**src/rtl/cm151_scan_ctrl.sv**
```systemverilog
// Scan sequencer for a 74151-style strobed 8:1 mux: walks every select value,
// samples the mux output and hands the assembled word out over valid/ready.
module cm151_scan_ctrl #(
  parameter int unsigned N_CH   = 8,
  parameter int unsigned SEL_W  = 3,
  parameter int unsigned SETTLE = 1
) (
  input  logic             clk,
  input  logic             rst_n,
  input  logic             start,
  output logic [SEL_W-1:0] sel,
  output logic             strobe_n,
  input  logic             mux_in,
  output logic [N_CH-1:0]  word,
  output logic             valid,
  input  logic             ready,
  output logic             busy
);

  localparam int unsigned     CNT_W    = 4;
  localparam logic [SEL_W-1:0] LAST_CH = SEL_W'(N_CH - 1);
  localparam logic [CNT_W-1:0] SETTLE_C = CNT_W'(SETTLE);

  typedef enum logic [1:0] {
    IDLE = 2'd0,
    SCAN = 2'd1,
    OUT  = 2'd2
  } state_e;

  state_e            state_q, state_d;
  logic [SEL_W-1:0]  sel_q, sel_d;
  logic              strobe_n_q, strobe_n_d;
  logic [CNT_W-1:0]  cnt_q, cnt_d;
  logic [N_CH-1:0]   asm_q, asm_d;
  logic [N_CH-1:0]   word_q, word_d;
  logic              valid_q, valid_d;
  logic              busy_q, busy_d;

  // State and datapath registers
  always_ff @(posedge clk or negedge rst_n) begin
    if (!rst_n) begin
      state_q    <= IDLE;
      sel_q      <= '0;
      strobe_n_q <= 1'b1;
      cnt_q      <= '0;
      asm_q      <= '0;
      word_q     <= '0;
      valid_q    <= 1'b0;
      busy_q     <= 1'b0;
    end else begin
      state_q    <= state_d;
      sel_q      <= sel_d;
      strobe_n_q <= strobe_n_d;
      cnt_q      <= cnt_d;
      asm_q      <= asm_d;
      word_q     <= word_d;
      valid_q    <= valid_d;
      busy_q     <= busy_d;
    end
  end

  // Next-state and output decode
  always_comb begin
    state_d    = state_q;
    sel_d      = sel_q;
    strobe_n_d = strobe_n_q;
    cnt_d      = cnt_q;
    asm_d      = asm_q;
    word_d     = word_q;
    valid_d    = valid_q;

    unique case (state_q)
      IDLE: begin
        if (start) begin
          state_d    = SCAN;
          sel_d      = '0;
          strobe_n_d = 1'b0;
          cnt_d      = SETTLE_C;
          asm_d      = '0;
        end
      end

      SCAN: begin
        if (cnt_q != '0) begin
          cnt_d = cnt_q - CNT_W'(1);
        end else begin
          asm_d[sel_q] = mux_in;
          if (sel_q != LAST_CH) begin
            sel_d = sel_q + SEL_W'(1);
            cnt_d = SETTLE_C;
          end else begin
            // asm_d already carries the final channel sampled this cycle
            word_d     = asm_d;
            valid_d    = 1'b1;
            strobe_n_d = 1'b1;
            sel_d      = '0;
            state_d    = OUT;
          end
        end
      end

      OUT: begin
        if (valid_q && ready) begin
          valid_d = 1'b0;
          if (start) begin
            state_d    = SCAN;
            sel_d      = '0;
            strobe_n_d = 1'b0;
            cnt_d      = SETTLE_C;
            asm_d      = '0;
          end else begin
            state_d = IDLE;
          end
        end
      end

      default: begin
        state_d    = IDLE;
        sel_d      = '0;
        strobe_n_d = 1'b1;
        cnt_d      = '0;
        valid_d    = 1'b0;
      end
    endcase

    busy_d = (state_d != IDLE);
  end

  assign sel      = sel_q;
  assign strobe_n = strobe_n_q;
  assign word     = word_q;
  assign valid    = valid_q;
  assign busy     = busy_q;

endmodule

```
**config.mk**
```make
export PLATFORM = sky130hd
export DESIGN_NAME = cm151_scan_ctrl
export DESIGN_NICKNAME = d
export VERILOG_FILES = /design/src/rtl/cm151_scan_ctrl.sv
export SDC_FILE = /design/constraint.sdc
export NUM_CORES = 1
export LEC_CHECK = 0
export BUFFER_PORTS_ARGS = -buffer_cell sky130_fd_sc_hd__buf_2
export CORE_ASPECT_RATIO = 0.8
export CORE_MARGIN = 3
export CORE_UTILIZATION = 55
export CTS_CLUSTER_SIZE = 16
export DETAILED_ROUTE_END_ITERATION = 12
export PLACE_DENSITY_LB_ADDON = 0.2
export SLEW_MARGIN = 20
export SYNTH_ARGS = -nofsm -noshare
export SYNTH_HDL_FRONTEND = slang
export SYNTH_SLANG_ARGS = --single-unit
```
**constraint.sdc**
```tcl
create_clock -name clk -period 2.2 [get_ports clk]
set_input_delay 0 -clock clk [delete_from_list [all_inputs] [get_ports clk]]
set_output_delay 0 -clock clk [all_outputs]
set_load 0.02 [all_outputs]
```
Word-level counts from Yosys, hierarchy flattened:

Cells that the tools add are included.

* flip-flop bits (word level): 28
* bits of input ports: 5
* output and inout bits: 14
* word-level logic and storage cells: 64

* add/sub/neg operators: 2
* $lt $le $gt $ge: 2
* equal/unequal tests: 7
* muxes and demuxes: 30
* bitwise operators: 3
* reductions and logical operators: 12

Operators by type and width (number)
* 8-bit two-way mux: 3
* 8-bit one-hot mux with 3 select lines: 1
* 4-bit two-way mux: 4
* 3-bit two-way mux: 4
* 4-bit one-hot mux with 3 select lines: 1
* 3-bit one-hot mux with 3 select lines: 1
* 3-bit AND reduction: 3
* 8-bit bitwise mux: 1
* 2-bit two-way mux: 4
* 1-bit two-way mux: 7
* 2-bit != test (second input constant): 3
* 3-bit != test (second input constant): 2
* 1-bit one-hot mux with 3 select lines: 2
* 2-bit one-hot mux with 3 select lines: 1
* 3-bit by 4-bit < comparator with 1-bit output (second input constant): 1
* 2-bit AND reduction: 2
* 4-bit AND reduction: 1
* 4-bit nonzero test: 1
* 4-bit by 1-bit subtractor with 4-bit output (second input constant): 1
* 3-bit by 1-bit adder with 3-bit output (second input constant): 1
* 1-bit demux with 3-bit select: 1
* 3-bit by 1-bit >= comparator with 1-bit output (second input constant): 1
* 1-bit inverter: 3
* 3-bit nonzero test: 1
* 5 further kinds: 6

Depth between registers and ports, before layout:

* depth after elaboration: 7
* depth in mapped cells: 6
* depth with buffers taken out: 5

Worst setup path after synthesis:

OpenSTA, ideal clock, no wires.

* kind: reg-to-reg
* start: register cnt_q[0]
* end: register sel_q[0] (netlist: sel[0])
* library setup time: 0.121 ns
* arrival: 1.608 ns
* data required time: 2.079 ns
* path slack: 0.471 ns
* cell stages (with the launch flop): 6
* buffers on the path: 0
* period minus slack after synthesis: 1.729 ns
* cells stage by stage: dfrtp_1 inv_1 ha_1 or3b_4 a221o_1 a22o_1

* word-level cells in the longest chain between the ends: 3

RTL lines
* from (decl): line 33 `logic [CNT_W-1:0] cnt_q, cnt_d;`
* from (signal assigned): line 54 `cnt_q <= cnt_d;`
* 4-bit nonzero test: line 84 `if (cnt_q != '0) begin`
* 2-bit != test (no source line)
* 2-bit AND reduction (no source line)
* to (signal assigned): line 52 `sel_q <= sel_d;`
* to (decl): line 31 `logic [SEL_W-1:0] sel_q, sel_d;`

No other way between the ends.
A chain may end at the register's enable or synchronous reset.

Worst setup path after layout:

* start: register sel_q[2] (netlist: sel[2])
* end: register word_q[1] (netlist: word[1])

* word-level cells in the longest chain between the ends: 5
* elaborated cells between the ends (all ways): 9
* classes of those cells: order compare: 2; eq/ne: 1; mux: 3; bitwise: 1; reduce/logical: 2

RTL lines
* 3-bit by 4-bit < comparator with 1-bit output (implied by the code) or 3-bit by 1-bit >= comparator with 1-bit output (tied branches): line 87 `asm_d[sel_q] = mux_in;`
* 1-bit logical AND (implied by the code): line 87
* 1-bit two-way mux (implied by the code): line 87
* 1-bit demux with 3-bit select: line 87
* 8-bit bitwise mux: line 87
* to (signal assigned): line 56 `word_q <= word_d;`
* to (decl): line 35 `logic [N_CH-1:0] word_q, word_d;`

Parallel ways exist; a longest one is shown, timed or not.

==> reports/results.tsv <==
metric	value	unit
status	complete, no violations	
grt_max_degree	29	
nets	164	
fmax	525	MHz
diodes	0	
drtAntennaViolNets	0	
maxCapViolCount	0	
synth_nets	144	
cts_setup_buffers	0	
use_met2	28.8	%
synth.distinct_cells	34	
path_max_fanout	12	
skew	0.00748	ns
hp-class	in -> reg	
min_period	1.90	ns
ys_ff_latch	28	
slowest_delay	0.57	ns
cpMaxStageDelayCell	dfrtp_1	
synth_cells	135	
crit_path_end_kind	flop	
synth_top_cell_by_area	dfrtp_1	
rrSetupSlack	0.30	ns
postSynth.asyncResetShare	100	%
grt_use_total	21.0	%
cts_root_buffer	clkbuf_4	
area_growth_syn_to_layout	14.0	%
final-max-slew-violation-count	0	
fill_cells	182	
netlist_area	0.00138	mm^2
r2r_end	word[1]	
worstMarginPinSlew	0.625	ns
synth-edff-count	0	
ir_drop	0.000628	V
fin_util	69.1	%
crit_type	reg -> reg	
cts_max_path_buffers	2	
use_met3	5.40	%
min_period_over_period	86.5	%
cts_tree	done	
globalRoute.busiestLayer	met1	
layout_common_cells	dfrtp_1 (27), buf_2 (18), a21oi_1 (17), inv_1 (13), o22ai_1 (10)	
netlist.area_leader.share	49.0	%
clk_latency	0.33	ns
crit_chain	ha_1 > and4bb_2 > and2_1 > a21oi_1	
first_iter_violations	77	
cts.clk_slew.worst_paths	0.15	ns
cts.repair.resized	0	
layout-drive-gt1-share	19.5	%
synth_area_leaders	dfrtp_1 (49%), a21oi_1 (6.2%), mux2i_1 (5.8%), o22ai_1 (4.5%), ha_1 (3.6%)	
vias_per_cell	5.73	
synthFlopType	dfrtp_1	
final-hold-violation-count	0	
crit_start	sel[2]	
final_common_cell	dfrtp_1	
grt_pass1_vias	1030	
initial_core_util	60.7	%
power_density	1180	mW/mm^2
ys_seq_area_share	51.0	%
htreeDepth	1	
tns	0	ns
dieHeight	50.8	um
drc	0	
vias	1078	
relSlewSlack	58.3	%
crit_end	word[1]	
routed_wirelength	2810	um
die_w	62.0	um
dp_worst_setup_slack	0.323	ns
io-pin-count	19	
grt_pass1_wl	4840	um
port_buffers	18	
antenna_found_initial	0	
cts_buffers	3	
wl_per_cell	15.0	um
dieArea	0.00314	mm^2
yosysWarnings	0	
synth_area_per_cell	10.2	um^2
setup_slack	0.297	ns
grt_util_met1	33.1	%
grt_overflow	0	
cts.sinks	28	
hpwl	1970	um
total_leakage_power	0.751	nW
fp.coreArea	0.00227	mm^2
drt_pass1_iterations	4	
whs	0.0428	ns
globalplace.congestion	0.897	
setup_viol	0	
rr_startpoint	sel[2]	
required	2.42	ns
worstPathArrival	2.12	ns
rr_worst_depth	4	
cp-start-kind	flop	
rsz0062_at_grt	no	
row_count	15	
-- where the power goes --
part	internal, mW	leakage, nW	switching, mW
Sequential	0.645	0.348	0.102
Clock	0.184	0.0279	0.153
Combinational	0.340	0.375	0.429
-- how the worst min path moves through the flow --
stage / slack, ns / end / cells after the start / start
2_1_floorplan: -0.30 / asm_q[0] / 0 / rst_n
3_3_place_gp: 0.05 / cnt_q[2] / 1 / rst_n
3_5_place_dp: 0.05 / cnt_q[2] / 1 / rst_n
4_1_cts: 0.04 / valid / 3 / ready
5_1_grt: 0.04 / valid / 3 / ready
6_report: 0.04 / valid / 3 / ready
-- synthesized netlist by cell type (2+ instances only) --
library cell / count
dfrtp_1: 27
a21oi_1: 17
inv_1: 13
o22ai_1: 10
mux2i_1: 8
clkbuf_1: 6
nand2_1: 5
o21ai_0: 5
ha_1: 4
nor3b_1: 4
nand3_1: 3
nand3b_1: 3
nor2_1: 3
a21o_1: 2
a22o_2: 2
nand2b_1: 2
nor2b_1: 2
o211ai_1: 2
or3_1: 2
-- sequential cells by signal (all words and copies together) (netlist names) --
name / count
cnt_q: 4
strobe_n: 1
sel: 3
state_q: 2
asm_q: 8
valid: 1
word: 8
busy: 1
-- area by class of cell --
class | count | area [um^2] | share of cell area, %
clock buffer | 3 | 22.5 | 1.43
timing repair buffer | 23 | 133 | 8.45
tap | 34 | 42.5 | 2.71
sequential | 28 | 702 | 44.7
inverter | 13 | 48.8 | 3.11
clock inverter | 1 | 30.0 | 1.91
multi-input combinational | 86 | 592 | 37.7
-- critical path: cells and delay by family (launching register included) --
kind,cells,cell delay (ns)
fa+ha+maj,1,0.26
compound gates,1,0.13
simple gates,2,0.83
flops,1,0.57
-- through the flow --
| step | std cells | power (mW) | cell area [um^2] |
|---|---|---|---|
| final | 188 | 1.85 | 1570 |
| after global routing | 188 | 1.99 | 1570 |
| after CTS | 188 | 1.85 | 1570 |
| after detailed placement | 182 | 1.52 | 1500 |
| after global placement | 182 | 1.49 | 1500 |
| after floorplan | 135 | 1.31 | 1380 |
-- layer usage --
metal / share of wire (%) / wire (um) / vias to the layer above
li1: - / - / 523
met3: 6.8 / 190 / 2
met4: 0.60 / 17 / 0
met2: 41 / 1150 / 37
met1: 52 / 1450 / 516
met5: 0 / 0 / -
-- logic make-up after synthesis --
group                      Yosys count  synth area share [%]
AOI/OAI and AO/OA                   44                  20.1
and+or+nand+nor                     30                  13.4
DFF                                 28                  51.0
buffers and inverters               21                  6.09
muxes                                8                  5.81
adders and majority gates            4                  3.63
-- timing repair --
item | CTS | global route
endpoints found under the setup margin | 0 | 0
hold buffers | 2 | 0
endpoints found under the hold margin | 28 | 0
No activity file was read; power rests on OpenSTA's default activity.
